**src/rtl/vx_commit_sender_pkg.sv**
```systemverilog
// Shared types and sizing for the commit sender slice.
// Commit packet layout matches the data carried by vx_commit_if.
package vx_commit_sender_pkg;

    localparam int NUM_THREADS   = 8;
    localparam int NUM_WARPS     = 4;
    localparam int NW_WIDTH      = 2;
    localparam int UUID_WIDTH    = 44;
    localparam int PC_BITS       = 30;
    localparam int NR_BITS       = 6;
    localparam int XLEN          = 32;
    localparam int PERF_CTR_BITS = 44;

    typedef struct packed {
        logic [UUID_WIDTH-1:0]             uuid;
        logic [NW_WIDTH-1:0]               wid;
        logic [NUM_THREADS-1:0]            tmask;
        logic [PC_BITS-1:0]                PC;
        logic                              wb;
        logic [NR_BITS-1:0]                rd;
        logic [NUM_THREADS-1:0][XLEN-1:0]  data;
        logic                              sop;
        logic                              eop;
    } commit_data_t;

    function automatic int pid_width(input int groups);
        return (groups > 1) ? $clog2(groups) : 1;
    endfunction

endpackage

```
**src/rtl/vx_commit_if.sv**
```systemverilog
// Commit packet channel: valid/ready handshake carrying commit_data_t.
// The sender drives the master side.
interface vx_commit_if;
    import vx_commit_sender_pkg::*;

    logic         valid;
    commit_data_t data;
    logic         ready;

    modport master (
        output valid,
        output data,
        input  ready
    );

    modport slave (
        input  valid,
        input  data,
        output ready
    );

endinterface

```
**src/rtl/vx_commit_sender_elastic_buffer.sv**
```systemverilog
// Two-entry elastic buffer with registered outputs and registered ready.
// Head register feeds the output; tail register absorbs one beat of backpressure.
module vx_commit_sender_elastic_buffer #(
    parameter int DATAW = 8,
    parameter int SIZE  = 2
) (
    input  logic             clk,
    input  logic             reset,
    input  logic             valid_in,
    output logic             ready_in,
    input  logic [DATAW-1:0] data_in,
    output logic             valid_out,
    input  logic             ready_out,
    output logic [DATAW-1:0] data_out
);

    if (SIZE != 2) begin : g_bad_size
        $error("elastic buffer supports SIZE=2 only");
    end

    localparam logic [1:0] S_EMPTY = 2'd0;
    localparam logic [1:0] S_ONE   = 2'd1;
    localparam logic [1:0] S_FULL  = 2'd2;

    logic [1:0]       state;
    logic [1:0]       state_n;
    logic             rdy_r;
    logic [DATAW-1:0] head;
    logic [DATAW-1:0] tail;
    logic             in_fire;
    logic             out_fire;

    // Gating with reset keeps any stale beat from firing in the reset cycle.
    assign ready_in  = rdy_r && !reset;
    assign valid_out = (state != S_EMPTY) && !reset;
    assign data_out  = head;
    assign in_fire   = valid_in && ready_in;
    assign out_fire  = valid_out && ready_out;

    always_comb begin
        state_n = state;
        unique case (state)
            S_EMPTY: if (in_fire) state_n = S_ONE;
            S_ONE: begin
                if (in_fire && !out_fire)
                    state_n = S_FULL;
                else if (!in_fire && out_fire)
                    state_n = S_EMPTY;
            end
            S_FULL: if (out_fire) state_n = S_ONE;
            default: state_n = S_EMPTY;
        endcase
    end

    always_ff @(posedge clk) begin
        if (reset) begin
            state <= S_EMPTY;
            rdy_r <= 1'b1;
        end else begin
            state <= state_n;
            rdy_r <= (state_n != S_FULL);
        end
    end

    always_ff @(posedge clk) begin
        if ((state == S_EMPTY && in_fire)
         || (state == S_ONE && in_fire && out_fire))
            head <= data_in;
        else if (state == S_FULL && out_fire)
            head <= tail;
        if (state == S_ONE && in_fire && !out_fire)
            tail <= data_in;
    end

endmodule

```
**src/rtl/vx_commit_sender.sv**
```systemverilog
// Expands lane-group result beats into full-width commit packets.
// Optional COMMIT_SENDER_STALL_CTR_EN adds the stall_cycles counter port.
module vx_commit_sender
    import vx_commit_sender_pkg::*;
#(
    parameter  int NUM_LANES     = NUM_THREADS,
    parameter  int OUT_BUF_DEPTH = 2,
    localparam int PID_W = pid_width(NUM_THREADS / NUM_LANES)
) (
    input  logic                       clk,
    input  logic                       reset,
    input  logic                       in_valid,
    output logic                       in_ready,
    input  logic [UUID_WIDTH-1:0]      in_uuid,
    input  logic [NW_WIDTH-1:0]        in_wid,
    input  logic [PC_BITS-1:0]         in_PC,
    input  logic [NR_BITS-1:0]         in_rd,
    input  logic                       in_wb,
    input  logic [NUM_LANES-1:0]       in_tmask,
    input  logic [NUM_LANES*XLEN-1:0]  in_data,
    input  logic [PID_W-1:0]           in_pid,
    input  logic                       in_sop,
    input  logic                       in_eop,
    vx_commit_if.master                commit_if,
    output logic [NUM_WARPS-1:0]       pending_warps
`ifdef COMMIT_SENDER_STALL_CTR_EN
  , output logic [PERF_CTR_BITS-1:0]   stall_cycles
`endif
);

    if (NUM_THREADS % NUM_LANES != 0) begin : g_bad_lanes
        $error("NUM_LANES must divide NUM_THREADS");
    end

    logic [PID_W-1:0]            pid_eff;
    int                          lane_off;
    logic [NUM_THREADS-1:0]      tmask_exp;
    logic [NUM_THREADS*XLEN-1:0] data_exp;
    commit_data_t                pkt;
    logic                        in_fire;

    // A single lane group means there is nothing to select.
    assign pid_eff   = (NUM_LANES == NUM_THREADS) ? '0 : in_pid;
    assign lane_off  = int'(pid_eff) * NUM_LANES;
    assign tmask_exp = NUM_THREADS'(in_tmask) << lane_off;
    assign data_exp  = (NUM_THREADS*XLEN)'(in_data)
                       << (lane_off * XLEN);

    always_comb begin
        pkt       = '0;
        pkt.uuid  = in_uuid;
        pkt.wid   = in_wid;
        pkt.tmask = tmask_exp;
        pkt.PC    = in_PC;
        pkt.wb    = in_wb;
        pkt.rd    = in_rd;
        pkt.data  = data_exp;
        pkt.sop   = in_sop;
        pkt.eop   = in_eop;
    end

    assign in_fire = in_valid && in_ready;

    vx_commit_sender_elastic_buffer #(
        .DATAW ($bits(commit_data_t)),
        .SIZE  (OUT_BUF_DEPTH)
    ) out_buf (
        .clk       (clk),
        .reset     (reset),
        .valid_in  (in_valid),
        .ready_in  (in_ready),
        .data_in   (pkt),
        .valid_out (commit_if.valid),
        .ready_out (commit_if.ready),
        .data_out  (commit_if.data)
    );

    always_ff @(posedge clk) begin
        if (reset) begin
            pending_warps <= '0;
        end else if (in_fire) begin
            if (in_eop)
                pending_warps[in_wid] <= 1'b0;
            else if (in_sop)
                pending_warps[in_wid] <= 1'b1;
        end
    end

    // A sop must open a closed warp; a continuation must hit an open one.
    a_sop_protocol: assert property (
        @(posedge clk) disable iff (reset)
        in_fire |-> (in_sop != pending_warps[in_wid])
    );

`ifdef COMMIT_SENDER_STALL_CTR_EN
    always_ff @(posedge clk) begin
        if (reset)
            stall_cycles <= '0;
        else if (commit_if.valid && !commit_if.ready)
            stall_cycles <= stall_cycles + 1'b1;
    end
`endif

endmodule

```
**src/flat_wrapper.sv**
```systemverilog
// flat-port wrapper written by rule: the top's interface ports become plain ports
module vx_commit_sender_flat import vx_commit_sender_pkg::*;
#(
    parameter  int NUM_LANES     = NUM_THREADS,
    parameter  int OUT_BUF_DEPTH = 2,
    localparam int PID_W = pid_width(NUM_THREADS / NUM_LANES)
)
  (clk, reset, in_valid, in_ready, in_uuid, in_wid, in_PC, in_rd, in_wb, in_tmask, in_data, in_pid, in_sop, in_eop, pending_warps, commit_if_valid, commit_if_data, commit_if_ready);
  vx_commit_if commit_if_i ();
  input  logic clk;
  input  logic reset;
  input  logic in_valid;
  output logic in_ready;
  input  logic [UUID_WIDTH-1:0] in_uuid;
  input  logic [NW_WIDTH-1:0] in_wid;
  input  logic [PC_BITS-1:0] in_PC;
  input  logic [NR_BITS-1:0] in_rd;
  input  logic in_wb;
  input  logic [NUM_LANES-1:0] in_tmask;
  input  logic [NUM_LANES*XLEN-1:0] in_data;
  input  logic [PID_W-1:0] in_pid;
  input  logic in_sop;
  input  logic in_eop;
  output logic [NUM_WARPS-1:0] pending_warps;
  output wire logic [$bits(commit_if_i.valid)-1:0] commit_if_valid;
  output wire logic [$bits(commit_if_i.data)-1:0] commit_if_data;
  input wire logic [$bits(commit_if_i.ready)-1:0] commit_if_ready;
  assign commit_if_valid = commit_if_i.valid;
  assign commit_if_data = commit_if_i.data;
  assign commit_if_i.ready = commit_if_ready;
  vx_commit_sender #(.NUM_LANES(NUM_LANES), .OUT_BUF_DEPTH(OUT_BUF_DEPTH)) u_core (.clk(clk), .reset(reset), .in_valid(in_valid), .in_ready(in_ready), .in_uuid(in_uuid), .in_wid(in_wid), .in_PC(in_PC), .in_rd(in_rd), .in_wb(in_wb), .in_tmask(in_tmask), .in_data(in_data), .in_pid(in_pid), .in_sop(in_sop), .in_eop(in_eop), .commit_if(commit_if_i), .pending_warps(pending_warps));
endmodule
```
**config.mk**
```make
export PLATFORM = sky130hd
export DESIGN_NAME = vx_commit_sender_flat
export DESIGN_NICKNAME = d
export VERILOG_FILES = /design/src/rtl/vx_commit_sender_pkg.sv /design/src/rtl/vx_commit_if.sv /design/src/rtl/vx_commit_sender_elastic_buffer.sv /design/src/rtl/vx_commit_sender.sv /design/src/flat_wrapper.sv
export SDC_FILE = /design/constraint.sdc
export NUM_CORES = 1
export LEC_CHECK = 0
export ABC_CLOCK_PERIOD_IN_PS = 37600
export BUFFER_PORTS_ARGS = -buffer_cell sky130_fd_sc_hd__buf_2
export CORE_AREA = 5 5 272 274
export DETAILED_ROUTE_END_ITERATION = 12
export DIE_AREA = 0 0 277 279
export GPL_ROUTABILITY_DRIVEN = 0
export PLACE_DENSITY = 0.6
export SLEW_MARGIN = 20
export SYNTH_ARGS = -nofsm -noshare
export SYNTH_HDL_FRONTEND = slang
export SYNTH_SLANG_ARGS = --single-unit
```
**constraint.sdc**
```tcl
create_clock -name clk -period 37.6 [get_ports clk]
set_clock_uncertainty 0.2 [all_clocks]
set_input_delay 3.76 -clock clk [delete_from_list [all_inputs] [get_ports clk]]
set_output_delay 3.76 -clock clk [all_outputs]
set_load 0.01 [all_outputs]
```
==> results.json, run 1 <==
{
  "outcome": "finished clean",
  "grtUsageTotal_pct": 15.53,
  "cts_made_buffers": 77,
  "ys_seq_elements": 705,
  "clk_pin_slew_ns": 0.06,
  "slowest_stage": "buf_2",
  "synth_compound_area_share_pct": 0.2851,
  "dp_hpwl_mm": 44.40,
  "syn_area_sq_mm": 0.02677,
  "period_minus_slack_ns": 8.204,
  "synth_area_leaders": "edfxtp_1 (78%), mux2_4 (17%), mux2_2 (2.1%)",
  "worst_pin_slew_ns": 1.183,
  "finalHoldViolCount": 0,
  "drt_first_pass_iters": 5,
  "swShare_pct": 21.67,
  "maxCapViolations": 0,
  "initial_core_util_pct": 37.64,
  "hold_class": "register to register",
  "place.port_buffers": 707,
  "endpoint_kind": "primary output",
  "htreeDepth": 3,
  "synth_simple_gate_area_share_pct": 0.4207,
  "clock_latency_ns": 0.61,
  "synth_fa_ha_area_share_pct": 0,
  "holdBufCountCts": 0,
  "cts_root_buf": "clkbuf_16",
  "setup_violations": 0,
  "synth_edf_count": 698,
  "synthArstFlopShare_pct": 0,
  "nNetsFinal": 2237,
  "synth_top_family_by_area": "multiplexers",
  "power_leakage_nw": 13.45,
  "cts_setup_buffers": 0,
  "clock_sinks": 705,
  "crit_chain": "buf_2, nor2b_1, buf_2",
  "syn_nets": 1479,
  "rsz0062_at_grt": "false",
  "required_ns": 33.64,
  "die_x_um": 277,
  "fmax_mhz": 121.9,
  "core_sq_mm": 0.07112,
  "worst-setup-path-type": "input pin to primary output",
  "grt_max_degree": 163,
  "r2r-start": "u_core.out_buf.state[0]$_SDFF_PP0_",
  "max_stage_delay_ns": 0.18,
  "syn_avg_cell_area_sq_um": 23.79,
  "cts_tree": "yes",
  "max_slew_margin_pct": 21.16,
  "synth_cell_type_count": 28,
  "intPower_mw": 1.358,
  "antenna_found_initial": 27,
  "synth.most_common_cell": "edfxtp_1",
  "areaGrowthSynthToFinish_pct": 25.64,
  "yosys.area.top_type": "edfxtp_1",
  "postLayoutCoreUtil_pct": 47.29,
  "power.density_mw_per_mm2": 51.54,
  "synth-seq-area-share_pct": 78.83,
  "synth_xor_area_share_pct": 0,
  "vdd_drop_max_mv": 0.03786,
  "timing.reg2reg.setup_slack_ns": 32.68,
  "r2r_cells": 6,
  "comb_power_share_pct": 7.1,
  "routed_wl_mm": 62.74,
  "place_area_sq_mm": 0.03124,
  "grt_overflow": 0,
  "hold_depth": 2,
  "setup_tns_ns": 0,
  "nFillCells": 6087,
  "startpoint_type": "input pin",
  "avgRoutedWirePerCell_um": 21.61,
  "synth_top_area_share_pct": 78.31,
  "drc": 0,
  "std_cell_rows": 98,
  "seq_power_share_pct": 52.0,
  "syn-instance-count": 1125,
  "ant_nets": 0,
  "path_max_fanout": 12,
  "grt_pass1_wl_mm": 91.80,
  "die_height_um": 279,
  "yosysWarnings": 0,
  "synth-main-ff-cell": "edfxtp_1",
  "synth_common_cells": "edfxtp_1 (698), mux2_4 (299), mux2_2 (50)",
  "grt_pass1_vias": 14390,
  "r2r_end": "u_core.out_buf.data_out[157]$_DFFE_PP_",
  "p_clk_share_pct": 40.9,
  "cp.arrival_ns": 4.24,
  "routed_via_density": 4.594,
  "drtIter0Drc": 722,
  "muxShareOfSynthArea_pct": 18.91,
  "fin_crit_sh_pct": 21.82,
  "drive_above_1_share_pct": 60.47,
  "slew_violations": 0,
  "dieArea_sq_mm": 0.07728,
  "clockBufferDepth": 3,
  "p_switching_mw": 0.3756,
  "io_pins": 709,
  "path_common_cell": "buf_2",
  "finalInstanceArea_sq_mm": 0.03363,
  "cts_resized": 0,
  "vias": 13340
}
## worst max-delay path by stage
stage	from	to	cells past startpoint	slack [ns]
CTS	reset	in_ready	3	29.39
floorplan	reset	u_core.out_buf.data_out[0]$_DFFE_PP_	2	13.51
finish	reset	in_ready	3	29.40
global route	reset	commit_if_valid	3	29.37
global placement	reset	u_core.out_buf.data_out[228]$_DFFE_PP_	6	29.36
detailed placement	reset	u_core.out_buf.data_out[159]$_DFFE_PP_	6	29.33
## power groups by stage
stage          registers [mW]  logic [mW]  clock network [mW]
2_1_floorplan           0.944      0.0603                   0
3_3_place_gp            0.917       0.123                   0
3_5_place_dp            0.918       0.126                   0
4_1_cts                 0.901       0.126               0.734
5_1_grt                 0.903       0.133               0.767
6_report                0.901       0.124               0.709
## state kept, by name, indices dropped and copies added (netlist names), named ones only
name / cells
u_core.out_buf.data_out: 349
u_core.out_buf.rdy_r: 1
u_core.out_buf.tail: 349
u_core.out_buf.state: 2
## cell type report
class	instances	area [sq um]	share of cell area (%)
inverters	2	7.507	0.02232
multi-input cells	378	5278	15.69
flip-flops and latches	705	21100	62.74
diodes	15	37.54	0.1116
clock buffers	96	2008	5.971
well taps	950	1189	3.534
clock inverters	38	345.3	1.027
repair buffers	719	3666	10.90
## placed cells by master (no fill, tap or decap), types with 5 or more instances in the layout
cell type,Yosys,layout
clkbuf_1,1,18
clkinv_1,0,16
mux2_4,299,299
clkinv_2,0,5
buf_2,5,707
diode_2,0,15
edfxtp_1,698,698
buf_4,1,9
dfxtp_1,7,7
clkbuf_16,0,77
clkinvlp_4,0,5
mux2_2,50,50
## through the flow
| stage | setup WS (ns) | std cells | power [mW] | hold slack [ns] |
|---|---|---|---|---|
| after global routing | 29.37 | 2899 | 1.803 | 0.3441 |
| after global placement | 29.36 | 2754 | 1.041 | 0.3149 |
| after detailed placement | 29.33 | 2754 | 1.044 | 0.3201 |
| after floorplan | 13.51 | 1125 | 1.004 | 0.3232 |
| after CTS | 29.39 | 2888 | 1.762 | 0.3349 |
| final | 29.40 | 2903 | 1.733 | 0.3343 |
## metal layers
metal	GRT usage, %	vias up	share of wire, %
met5	0	-	0.26
met4	5.989	24	3.3
met3	7.174	136	10
met2	26.64	513	51
met1	16.90	6600	36
li1	-	6062	-
## critical path, delay by kind of cell
kind                   cells  cell delay (ns)
buffers and inverters      2             0.33
and+or+nand+nor            1             0.15
## cells by family after synthesis
group,Yosys count
flip-flops,705
multiplexers,350
buffers and inverters,42
AND/OR/NAND/NOR,17
AO/OA/AOI/OAI,11
(Power assumes the default switching activity.)
==> run 2: changes to the inputs <==
- ABC_CLOCK_PERIOD_IN_PS: 37600 -> 7400
- clock period: 37.6 -> 7.4 ns (I/O delays scaled with it)
==> run 2 against run 1 <==
Net effect:
- utilization grew 0.14 points
- die area is the same
- sequential share of layout area shrank 0.19 points
- non-clock buffer count shrank 2
- worst setup slack lost 26 ns
- largest cell class unchanged
- highest routed layer unchanged
==> results.json, run 2 (synthesis results as in run 1) <==
{
  "power.density_mw_per_mm2": 263.7,
  "final_common_cell": "buf_2",
  "fin_crit_sh_pct": 51.92,
  "avgRoutedWirePerCell_um": 21.91,
  "place_ws_ns": 3.059,
  "max_stage_delay_ns": 0.82,
  "outcome": "finished clean",
  "cts_resized": 0,
  "htreeDepth": 3,
  "cp.arrival_ns": 3.98,
  "finalHoldViolCount": 0,
  "io_pins": 709,
  "worst-setup-path-type": "register to register",
  "placedCellCount": 2752,
  "antenna_found_initial": 30,
  "startpoint_type": "register",
  "vdd_drop_max_mv": 0.2079,
  "endpoint_kind": "register",
  "maxCapViolations": 0,
  "routed_wl_mm": 63.70,
  "grt_pass1_vias": 14390,
  "worst_pin_slew_ns": 1.178,
  "cts_setup_buffers": 0,
  "cts_tree": "yes",
  "drc": 0,
  "areaGrowthSynthToFinish_pct": 26.02,
  "vias": 13420,
  "place_area_sq_mm": 0.03126,
  "holdBufCountCts": 0,
  "clockBufferDepth": 3,
  "nNetsFinal": 2236,
  "drt_first_pass_iters": 5,
  "std_cell_rows": 98,
  "die_height_um": 279,
  "core_sq_mm": 0.07112,
  "max_slew_margin_pct": 21.48,
  "dp_hpwl_mm": 44.39,
  "period_minus_slack_ns": 3.842,
  "grt_overflow": 0,
  "dieArea_sq_mm": 0.07728,
  "crit_chain": "nor2b_4, or4_4, buf_4, buf_12, mux2_4",
  "power_mw": 8.895,
  "fin_cells": 2907,
  "grtUsageTotal_pct": 15.65,
  "clk_pin_slew_ns": 0.06,
  "cts_root_buf": "clkbuf_16",
  "fin_ws_ns": 3.558,
  "clock_latency_ns": 0.61,
  "die_x_um": 277,
  "path_max_fanout": 123,
  "hold_class": "input pin to register",
  "slew_violations": 0,
  "grt_max_degree": 162,
  "cts_made_buffers": 78,
  "drtIter0Drc": 760,
  "routed_via_density": 4.615,
  "power_leakage_nw": 13.50,
  "grt_pass1_wl_mm": 92.51,
  "crit_family": "buffers and inverters",
  "ant_nets": 0,
  "setup_violations": 0,
  "initial_core_util_pct": 37.64,
  "fmax_mhz": 260.3,
  "rsz0062_at_grt": "false",
  "slowest_stage": "or4_4",
  "required_ns": 7.54,
  "layout_common_cells": "buf_2 (707), edfxtp_1 (698), mux2_4 (299)",
  "finalInstanceArea_sq_mm": 0.03373,
  "path_buf_inv": 2,
  "drive_above_1_share_pct": 60.65,
  "place.port_buffers": 707,
  "timing.hold.ws_ns": 0.1195,
  "clock_sinks": 705
}
run 2: cell count changes in the layout (fill, tap and decap cells not counted), sizes merged:
cell,previous run,this run
diode,15,18
inv,8,6
clkinvlp,5,4
clkbuf,96,105
clkinv,24,21
buf,719,717
run 2: worst paths after layout:
check	startpoint	cells after the start	slack, ns	to
min	in_PC[7]	1	0.12	u_core.out_buf.tail[272]$_DFFE_PP_
min reg2reg	register	2	0.33	register
max reg2reg	u_core.out_buf.state[0]$_SDFF_PP0_	5	3.56	u_core.out_buf.data_out[105]$_DFFE_PP_
max	u_core.out_buf.state[0]$_SDFF_PP0_	5	3.56	u_core.out_buf.data_out[105]$_DFFE_PP_
run 2: final cells by class:
type                            count  area, sq um
Sequential cell                   705        21100
Multi-Input combinational cell    378         5278
Inverter                            2        7.507
Fill cell                        6088        37390
Clock inverter                     32        300.3
Clock buffer                      105         2125
Timing Repair Buffer              717         3689
Tap cell                          950         1189
Antenna cell                       18        45.04
run 2: report_power, final:
part           total, mW  internal, mW  leakage (nW)  switching, mW
Clock               3.68          2.13          1.17           1.55
Sequential          4.58          4.55          6.46         0.0334
Combinational      0.634         0.308          5.87          0.326
Total               8.90          6.99          13.5           1.91
run 2: layer usage:
metal	up-vias	wire length [um]	GRT usage [%]
li1	6053	-	-
met1	6708	23100	17.42
met2	503	32390	26.70
met3	136	5837	6.438
met4	16	2263	6.677
met5	-	99	0
run 2: per-stage QoR:
step | TNS (ns) | util [%]
final | 0 | 47.43
after global routing | 0 | 47.42
after CTS | 0 | 47.37
after detailed placement | 0 | 43.96
after global placement | 0 | 43.96
after floorplan | -1834.09 | -
